### src/rtl/mu_seq_if.sv
// mu_seq_if: bundle of all handshake and datapath signals around mu_seq.
//
// Groups:
//   req_* : decode -> sequencer request channel (valid/ready)
//   flush : kill of any pending or in-flight request
//   mu_*  : operand/control lines to the multiply unit and its result
//   rsp_* : sequencer -> writeback response channel (valid/ready)
//   busy  : stall indication to the core
//
// Modports:
//   slave  : the sequencer side (mu_seq)
//   master : the surrounding core/datapath side
interface mu_seq_if #(
    parameter int XLEN = 32
);
    logic            req_valid;
    logic            req_ready;
    logic [XLEN-1:0] req_a;
    logic [XLEN-1:0] req_b;
    logic [1:0]      req_mulctl;
    logic [4:0]      req_rd;
    logic            flush;
    logic [XLEN-1:0] mu_a;
    logic [XLEN-1:0] mu_b;
    logic [1:0]      mu_mulctl;
    logic [XLEN-1:0] mu_mulres;
    logic            rsp_valid;
    logic            rsp_ready;
    logic [XLEN-1:0] rsp_data;
    logic [4:0]      rsp_rd;
    logic            busy;

    modport slave (
        input  req_valid, req_a, req_b, req_mulctl, req_rd, flush,
               mu_mulres, rsp_ready,
        output req_ready, mu_a, mu_b, mu_mulctl,
               rsp_valid, rsp_data, rsp_rd, busy
    );

    modport master (
        output req_valid, req_a, req_b, req_mulctl, req_rd, flush,
               mu_mulres, rsp_ready,
        input  req_ready, mu_a, mu_b, mu_mulctl,
               rsp_valid, rsp_data, rsp_rd, busy
    );
endinterface

### src/rtl/mu_seq.sv
// mu_seq: issue/handshake sequencer in front of the fixed-latency multiply
// unit mu. Accepts one RV32M multiply request, holds operands and mulctl
// stable on mu's inputs for MU_LAT cycles, captures mu's result and offers
// it to writeback together with the destination tag.
//
// Parameters:
//   MU_LAT : cycles from stable mu inputs to valid mulres (>= 1)
//   XLEN   : operand/result width
// Ports:
//   clk       : clock, rising edge
//   rst_n     : asynchronous active-low reset
//   bus       : mu_seq_if.slave (request, flush, mu, response, busy)
//   dbg_state : current FSM state (0 IDLE, 1 WAIT, 2 DONE)
//
// Handshake semantics (both channels): a transfer happens on a rising edge
// where valid and ready are both high. The request side may drop or change
// req_* freely while req_ready is low. The response side holds rsp_valid,
// rsp_data and rsp_rd stable until the transfer, unless a flush kills it.
module mu_seq #(
    parameter int MU_LAT = 4,
    parameter int XLEN   = 32
) (
    input  logic       clk,
    input  logic       rst_n,
    mu_seq_if.slave    bus,
    output logic [1:0] dbg_state
);
    localparam int CW = $clog2(MU_LAT + 1);

    typedef enum logic [1:0] {
        IDLE = 2'd0,
        WAIT = 2'd1,
        DONE = 2'd2
    } state_t;

    state_t          state_q, state_d;
    logic [CW-1:0]   cnt_q;
    logic [4:0]      rd_q;
    logic [XLEN-1:0] mu_a_q, mu_b_q, rsp_data_q;
    logic [1:0]      mu_mulctl_q;
    logic [4:0]      rsp_rd_q;
    logic            rsp_valid_q, busy_q;
    logic            req_ready, accept, last_cnt, capture;

    // A new request may enter in DONE only when the current result leaves
    // on the same edge; flush blocks acceptance outright.
    always_comb begin
        req_ready = !bus.flush &&
                    ((state_q == IDLE) || ((state_q == DONE) && bus.rsp_ready));
        accept    = bus.req_valid && req_ready;
        last_cnt  = (state_q == WAIT) && (cnt_q == CW'(1));
        capture   = last_cnt && !bus.flush;
    end

    always_comb begin
        state_d = state_q;
        if (bus.flush) begin
            state_d = IDLE;
        end else begin
            case (state_q)
                IDLE: if (accept) state_d = WAIT;
                WAIT: if (last_cnt) state_d = DONE;
                DONE: if (bus.rsp_ready) state_d = accept ? WAIT : IDLE;
                default: state_d = IDLE;
            endcase
        end
    end

    // rsp_valid and busy are registered copies of the next-state decode so
    // they line up exactly with the state register.
    always_ff @(posedge clk or negedge rst_n) begin
        if (!rst_n) begin
            state_q     <= IDLE;
            rsp_valid_q <= 1'b0;
            busy_q      <= 1'b0;
        end else begin
            state_q     <= state_d;
            rsp_valid_q <= (state_d == DONE);
            busy_q      <= (state_d != IDLE);
        end
    end

    always_ff @(posedge clk or negedge rst_n) begin
        if (!rst_n) begin
            mu_a_q      <= '0;
            mu_b_q      <= '0;
            mu_mulctl_q <= 2'b00;
            rd_q        <= 5'd0;
            cnt_q       <= '0;
            rsp_data_q  <= '0;
            rsp_rd_q    <= 5'd0;
        end else begin
            if (accept) begin
                mu_a_q      <= bus.req_a;
                mu_b_q      <= bus.req_b;
                mu_mulctl_q <= bus.req_mulctl;
                rd_q        <= bus.req_rd;
                cnt_q       <= CW'(MU_LAT);
            end else if ((state_q == WAIT) && (cnt_q != '0)) begin
                cnt_q <= cnt_q - CW'(1);
            end
            if (capture) begin
                rsp_data_q <= bus.mu_mulres;
                rsp_rd_q   <= rd_q;
            end
        end
    end

    assign bus.req_ready = req_ready;
    assign bus.mu_a      = mu_a_q;
    assign bus.mu_b      = mu_b_q;
    assign bus.mu_mulctl = mu_mulctl_q;
    assign bus.rsp_valid = rsp_valid_q;
    assign bus.rsp_data  = rsp_data_q;
    assign bus.rsp_rd    = rsp_rd_q;
    assign bus.busy      = busy_q;
    assign dbg_state     = state_q;
endmodule

### src/flat_wrapper.sv
// flat-port wrapper written by rule: the top's interface ports become plain ports
module mu_seq_flat 
#(
    parameter int MU_LAT = 4,
    parameter int XLEN   = 32
)
  (clk, rst_n, dbg_state, bus_req_valid, bus_req_a, bus_req_b, bus_req_mulctl, bus_req_rd, bus_flush, bus_mu_mulres, bus_rsp_ready, bus_req_ready, bus_mu_a, bus_mu_b, bus_mu_mulctl, bus_rsp_valid, bus_rsp_data, bus_rsp_rd, bus_busy);
  mu_seq_if #(.XLEN(XLEN)) bus_i ();
  input  logic clk;
  input  logic rst_n;
  output logic [1:0] dbg_state;
  input wire logic [$bits(bus_i.req_valid)-1:0] bus_req_valid;
  input wire logic [$bits(bus_i.req_a)-1:0] bus_req_a;
  input wire logic [$bits(bus_i.req_b)-1:0] bus_req_b;
  input wire logic [$bits(bus_i.req_mulctl)-1:0] bus_req_mulctl;
  input wire logic [$bits(bus_i.req_rd)-1:0] bus_req_rd;
  input wire logic [$bits(bus_i.flush)-1:0] bus_flush;
  input wire logic [$bits(bus_i.mu_mulres)-1:0] bus_mu_mulres;
  input wire logic [$bits(bus_i.rsp_ready)-1:0] bus_rsp_ready;
  output wire logic [$bits(bus_i.req_ready)-1:0] bus_req_ready;
  output wire logic [$bits(bus_i.mu_a)-1:0] bus_mu_a;
  output wire logic [$bits(bus_i.mu_b)-1:0] bus_mu_b;
  output wire logic [$bits(bus_i.mu_mulctl)-1:0] bus_mu_mulctl;
  output wire logic [$bits(bus_i.rsp_valid)-1:0] bus_rsp_valid;
  output wire logic [$bits(bus_i.rsp_data)-1:0] bus_rsp_data;
  output wire logic [$bits(bus_i.rsp_rd)-1:0] bus_rsp_rd;
  output wire logic [$bits(bus_i.busy)-1:0] bus_busy;
  assign bus_i.req_valid = bus_req_valid;
  assign bus_i.req_a = bus_req_a;
  assign bus_i.req_b = bus_req_b;
  assign bus_i.req_mulctl = bus_req_mulctl;
  assign bus_i.req_rd = bus_req_rd;
  assign bus_i.flush = bus_flush;
  assign bus_i.mu_mulres = bus_mu_mulres;
  assign bus_i.rsp_ready = bus_rsp_ready;
  assign bus_req_ready = bus_i.req_ready;
  assign bus_mu_a = bus_i.mu_a;
  assign bus_mu_b = bus_i.mu_b;
  assign bus_mu_mulctl = bus_i.mu_mulctl;
  assign bus_rsp_valid = bus_i.rsp_valid;
  assign bus_rsp_data = bus_i.rsp_data;
  assign bus_rsp_rd = bus_i.rsp_rd;
  assign bus_busy = bus_i.busy;
  mu_seq #(.MU_LAT(MU_LAT), .XLEN(XLEN)) u_core (.clk(clk), .rst_n(rst_n), .bus(bus_i), .dbg_state(dbg_state));
endmodule
### config.mk
export PLATFORM = sky130hd
export DESIGN_NAME = mu_seq_flat
export DESIGN_NICKNAME = d
export VERILOG_FILES = /design/src/rtl/mu_seq_if.sv /design/src/rtl/mu_seq.sv /design/src/flat_wrapper.sv
export SDC_FILE = /design/constraint.sdc
export NUM_CORES = 1
export LEC_CHECK = 0
export ABC_CLOCK_PERIOD_IN_PS = 2250
export CAP_MARGIN = 20
export CORE_ASPECT_RATIO = 1.5
export CORE_MARGIN = 2
export CORE_UTILIZATION = 41
export DETAILED_ROUTE_END_ITERATION = 12
export PLACE_DENSITY_LB_ADDON = 0.3
export SLEW_MARGIN = 20
export SYNTH_ARGS = -nofsm -noshare
export SYNTH_HDL_FRONTEND = slang
export SYNTH_SLANG_ARGS = --single-unit
### constraint.sdc
create_clock -name clk -period 2.25 [get_ports clk]
set_clock_uncertainty 0.15 [all_clocks]
set_input_delay 0.3375 -clock clk [delete_from_list [all_inputs] [get_ports clk]]
set_output_delay 0.3375 -clock clk [all_outputs]
set_load 0.02 [all_outputs]
==> results.md <==
* Relative max-transition margin at 77.2%
* Worst EP required at 1760 ps
* Largest stage delay, worst path at 430 ps
* Syn Area/Cell at 17.6 sq um
* Drt total wl at around 12 mm
* Synth Cell Area at 0.00462 sq mm
* Die area at 0.0121 sq mm
* Slew Limit Fails at 0
* Die Width at 90.7 microns
* Reg-to-reg critical path endpoint: u_core.bus.mu_a[22]
* Number of global-route vias before repair at 3465
* DRC viols at 0
* Root buffer cell: clkbuf_16
* Status: completed
* R2r setup slk at 280 ps
* Hold WC Path Type: reg -> reg
* Initial antenna violation count at 0
* Tot GR Track Use at 19.9%
* Post-Layout Cell Count at 655
* Largest net degree at the start of global routing at 63
* CP arrival at 1550 ps
* Clk_lat worst skew at 400 ps
* Unrepaired setup endpoints after global routing: no
* Comb pwr share at 34.4%
* Port bufs at 215
* N_diodes at 0
* Area Overhead vs Synth at 66.0%
* Post-CTS Setup Inserts at 0
* First-pass GRT wire length at 18.4 mm
* CTS tree: yes
* Drt pass-1 iters at 4
* CP Capture Type: output port
* Power Density at 1200 mW/mm^2
* Sw Ratio at 28.4%
* Seq pwr share at 32.9%
* Multi-input gate area at about 0.0016 sq mm
* Via count at 3070
* Row cnt at 47
* Worst Path Class, Setup: reg -> out
* Register area at 0.00288 sq mm
* Final Hold Vio Count at 0
* Starting density of the core at about 42%
* Clock buffer depth at 2
* Iter 0 DRT Violations at 59
* Syn Nets at 373
* Max H-tree Level at 4
* Synthesized flop and latch total at between 100 and 150
* CP max-delay cell: dfrtp_1
* Clock power frac at 32.7%
* Post-route cell area at 0.00767 sq mm
* Warning count from the yosys run at 0
* Synth unique cells at 25
* I/O pin count at 216
* FF-to-FF path depth at 4
* CP max FO at 6
* Share of the clock period used by the worst path after layout at between 90% and 100%
* Filler Cell Count at 810
* Final ANT Viol Nets at 0
* Worst r2r src: u_core.dbg_state[1]
* Die Ht at 134 microns
* Switching pwr at 0.00262 W
* Worst-margin pin slew at 342 ps
* Hpwl dp at 8.62 mm
* Final GP Congestion at 0.777
* Last element of the critical path: bus_req_ready
* Synth Instances at 262
* Startpoint types: flip-flop
* Vias/cell at 4.69
* Final net count at 607
* Core area at approximately 0.011 sq mm
* Share of the yosys chip area belonging to registers at approximately 62%
* Reported max-cap violation count at 0
* Fmax at 491 MHz
* Clock Sinks at 115
* Commonest non-fill, non-tap cell in the layout: clkdlybuf4s50_1
* Most frequent cells in the layout: 213 x clkdlybuf4s50_1, 115 x dfrtp_1, 57 x mux2_4, 51 x mux2_2, 17 x clkbuf_16
* Total grt overflow at 0
* Async SR Flop Fraction at 100%
* CTS Buf Count at 17
* Placed Instances at 623
* Worst-path clk slew at 50 ps
* WL/cell at 17.8 microns
* Top_reg_cell synth: dfrtp_1
* Layout cells sized above 1 at 30.1%
* Internal power at 0.00660 W
* Crit path cell chain: nor2b_4 -> nor3_1 -> dlygate4sd2_1
* Placed cell areas at 0.00699 sq mm
* Leakage Power at 3.46 nW
* Crit path time final at 2040 ps
* VDD IR max at about 0.00062 V
* Post-synth EDFFs at 0
* CP startpoint: u_core.dbg_state[1]
* Setup violations, final at 0
==> registers in the layout, indices dropped and copies added, names as in the netlist <==
signal / count
u_core.bus.mu_a: 32
u_core.bus.mu_b: 32
u_core.bus.rsp_data: 32
u_core.bus.rsp_rd: 5
u_core.rd_q: 5
u_core.cnt_q: 3
u_core.bus.mu_mulctl: 2
u_core.dbg_state: 2
u_core.bus.busy: 1
u_core.bus.rsp_valid: 1
==> critical path: cells and delay by family, from the launching register on <==
| family | cells | cell delay [ps] |
|---|---|---|
| buffers and inverters | 1 | 370 |
| AND/OR/NAND/NOR | 2 | 360 |
| flip-flops | 1 | 430 |
==> metal layers <==
metal / up-vias / GRT usage (%) / wire length (microns)
met3: 24 / 6.63 / 690
li1: 1389 / - / -
met5: - / 0 / 0
met2: 119 / 35.6 / 6610
met4: 0 / 10.3 / 384
met1: 1538 / 20.7 / 3960
==> synthesized netlist by cell type (2+ instances only) <==
cell / instances / area [sq um]
dfrtp_1: 115 / 2880
buf_4: 3 / 22.5
buf_6: 7 / 78.8
ha_1: 3 / 37.5
mux2_2: 51 / 574
mux2_4: 57 / 856
nand2b_1: 2 / 12.5
a21oi_1: 4 / 20.0
inv_1: 4 / 15.0
==> worst min path at each step <==
stage                   start  slack, ps                      end  cells after the start
4_1_cts                 rst_n        340  u_core.bus.rsp_data[15]                      3
6_report       u_core.rd_q[3]        350     u_core.bus.rsp_rd[3]                      1
5_1_grt                 rst_n        370   u_core.bus.rsp_data[5]                      3
2_1_floorplan           rst_n       -110          u_core.bus.busy                      0
3_3_place_gp            rst_n        210   u_core.bus.rsp_data[3]                      2
3_5_place_dp            rst_n        220   u_core.bus.rsp_data[0]                      2
==> kinds of logic (layout without fill, tap and decap cells) <==
kind of cell | count (synthesis) | in the layout | synth area share (%)
AND/OR/NAND/NOR | 10 | 10 | 1.76
buffers and inverters | 16 | 262 | 2.71
multiplexers | 109 | 109 | 31.2
flip-flops | 115 | 115 | 62.3
XOR/XNOR | 1 | 1 | 0.190
AO/OA/AOI/OAI | 8 | 8 | 1.06
adder cells (fa/ha/maj) | 3 | 3 | 0.813
==> stage by stage <==
stage | total power (W) | setup WS, ps | TNS, ps | utilization (%) | hold slack, ps
finish | 0.00922 | 214 | 0 | 69.7 | 349
global route | 0.00960 | 152 | 0 | 69.7 | 370
CTS | 0.00933 | 174 | 0 | 69.7 | 344
detailed placement | 0.00627 | -36.8 | -859 | 63.6 | 216
global placement | 0.00616 | -15.8 | -462 | 63.6 | 214
floorplan | 0.00458 | 275 | 0 | - | -108
==> what timing repair did <==
item                                   4_1_cts  5_1_grt
endpoints found under the hold margin      115        0
setup endpoints to repair                    1        0
resized for setup                            1        0
hold buffers                                 1        0
==> power groups by stage <==
stage                     registers, W  logic, W  clock network, W
final                          0.00304   0.00318           0.00301
after global routing           0.00312   0.00332           0.00316
after CTS                      0.00304   0.00322           0.00307
after detailed placement       0.00306   0.00321                 0
after global placement         0.00302   0.00314                 0
after floorplan                0.00376  0.000827                 0
==> area by class of cell <==
| type | instances | area share, % |
|---|---|---|
| clock buffer | 21 | 6.01 |
| clock inverter | 10 | 2.66 |
| inverter | 4 | 0.196 |
| multi-input combinational | 131 | 21.2 |
| sequential | 115 | 37.5 |
| tap | 147 | 2.40 |
| timing repair buffer | 227 | 30.0 |
Power figures use the tool's default switching activity.
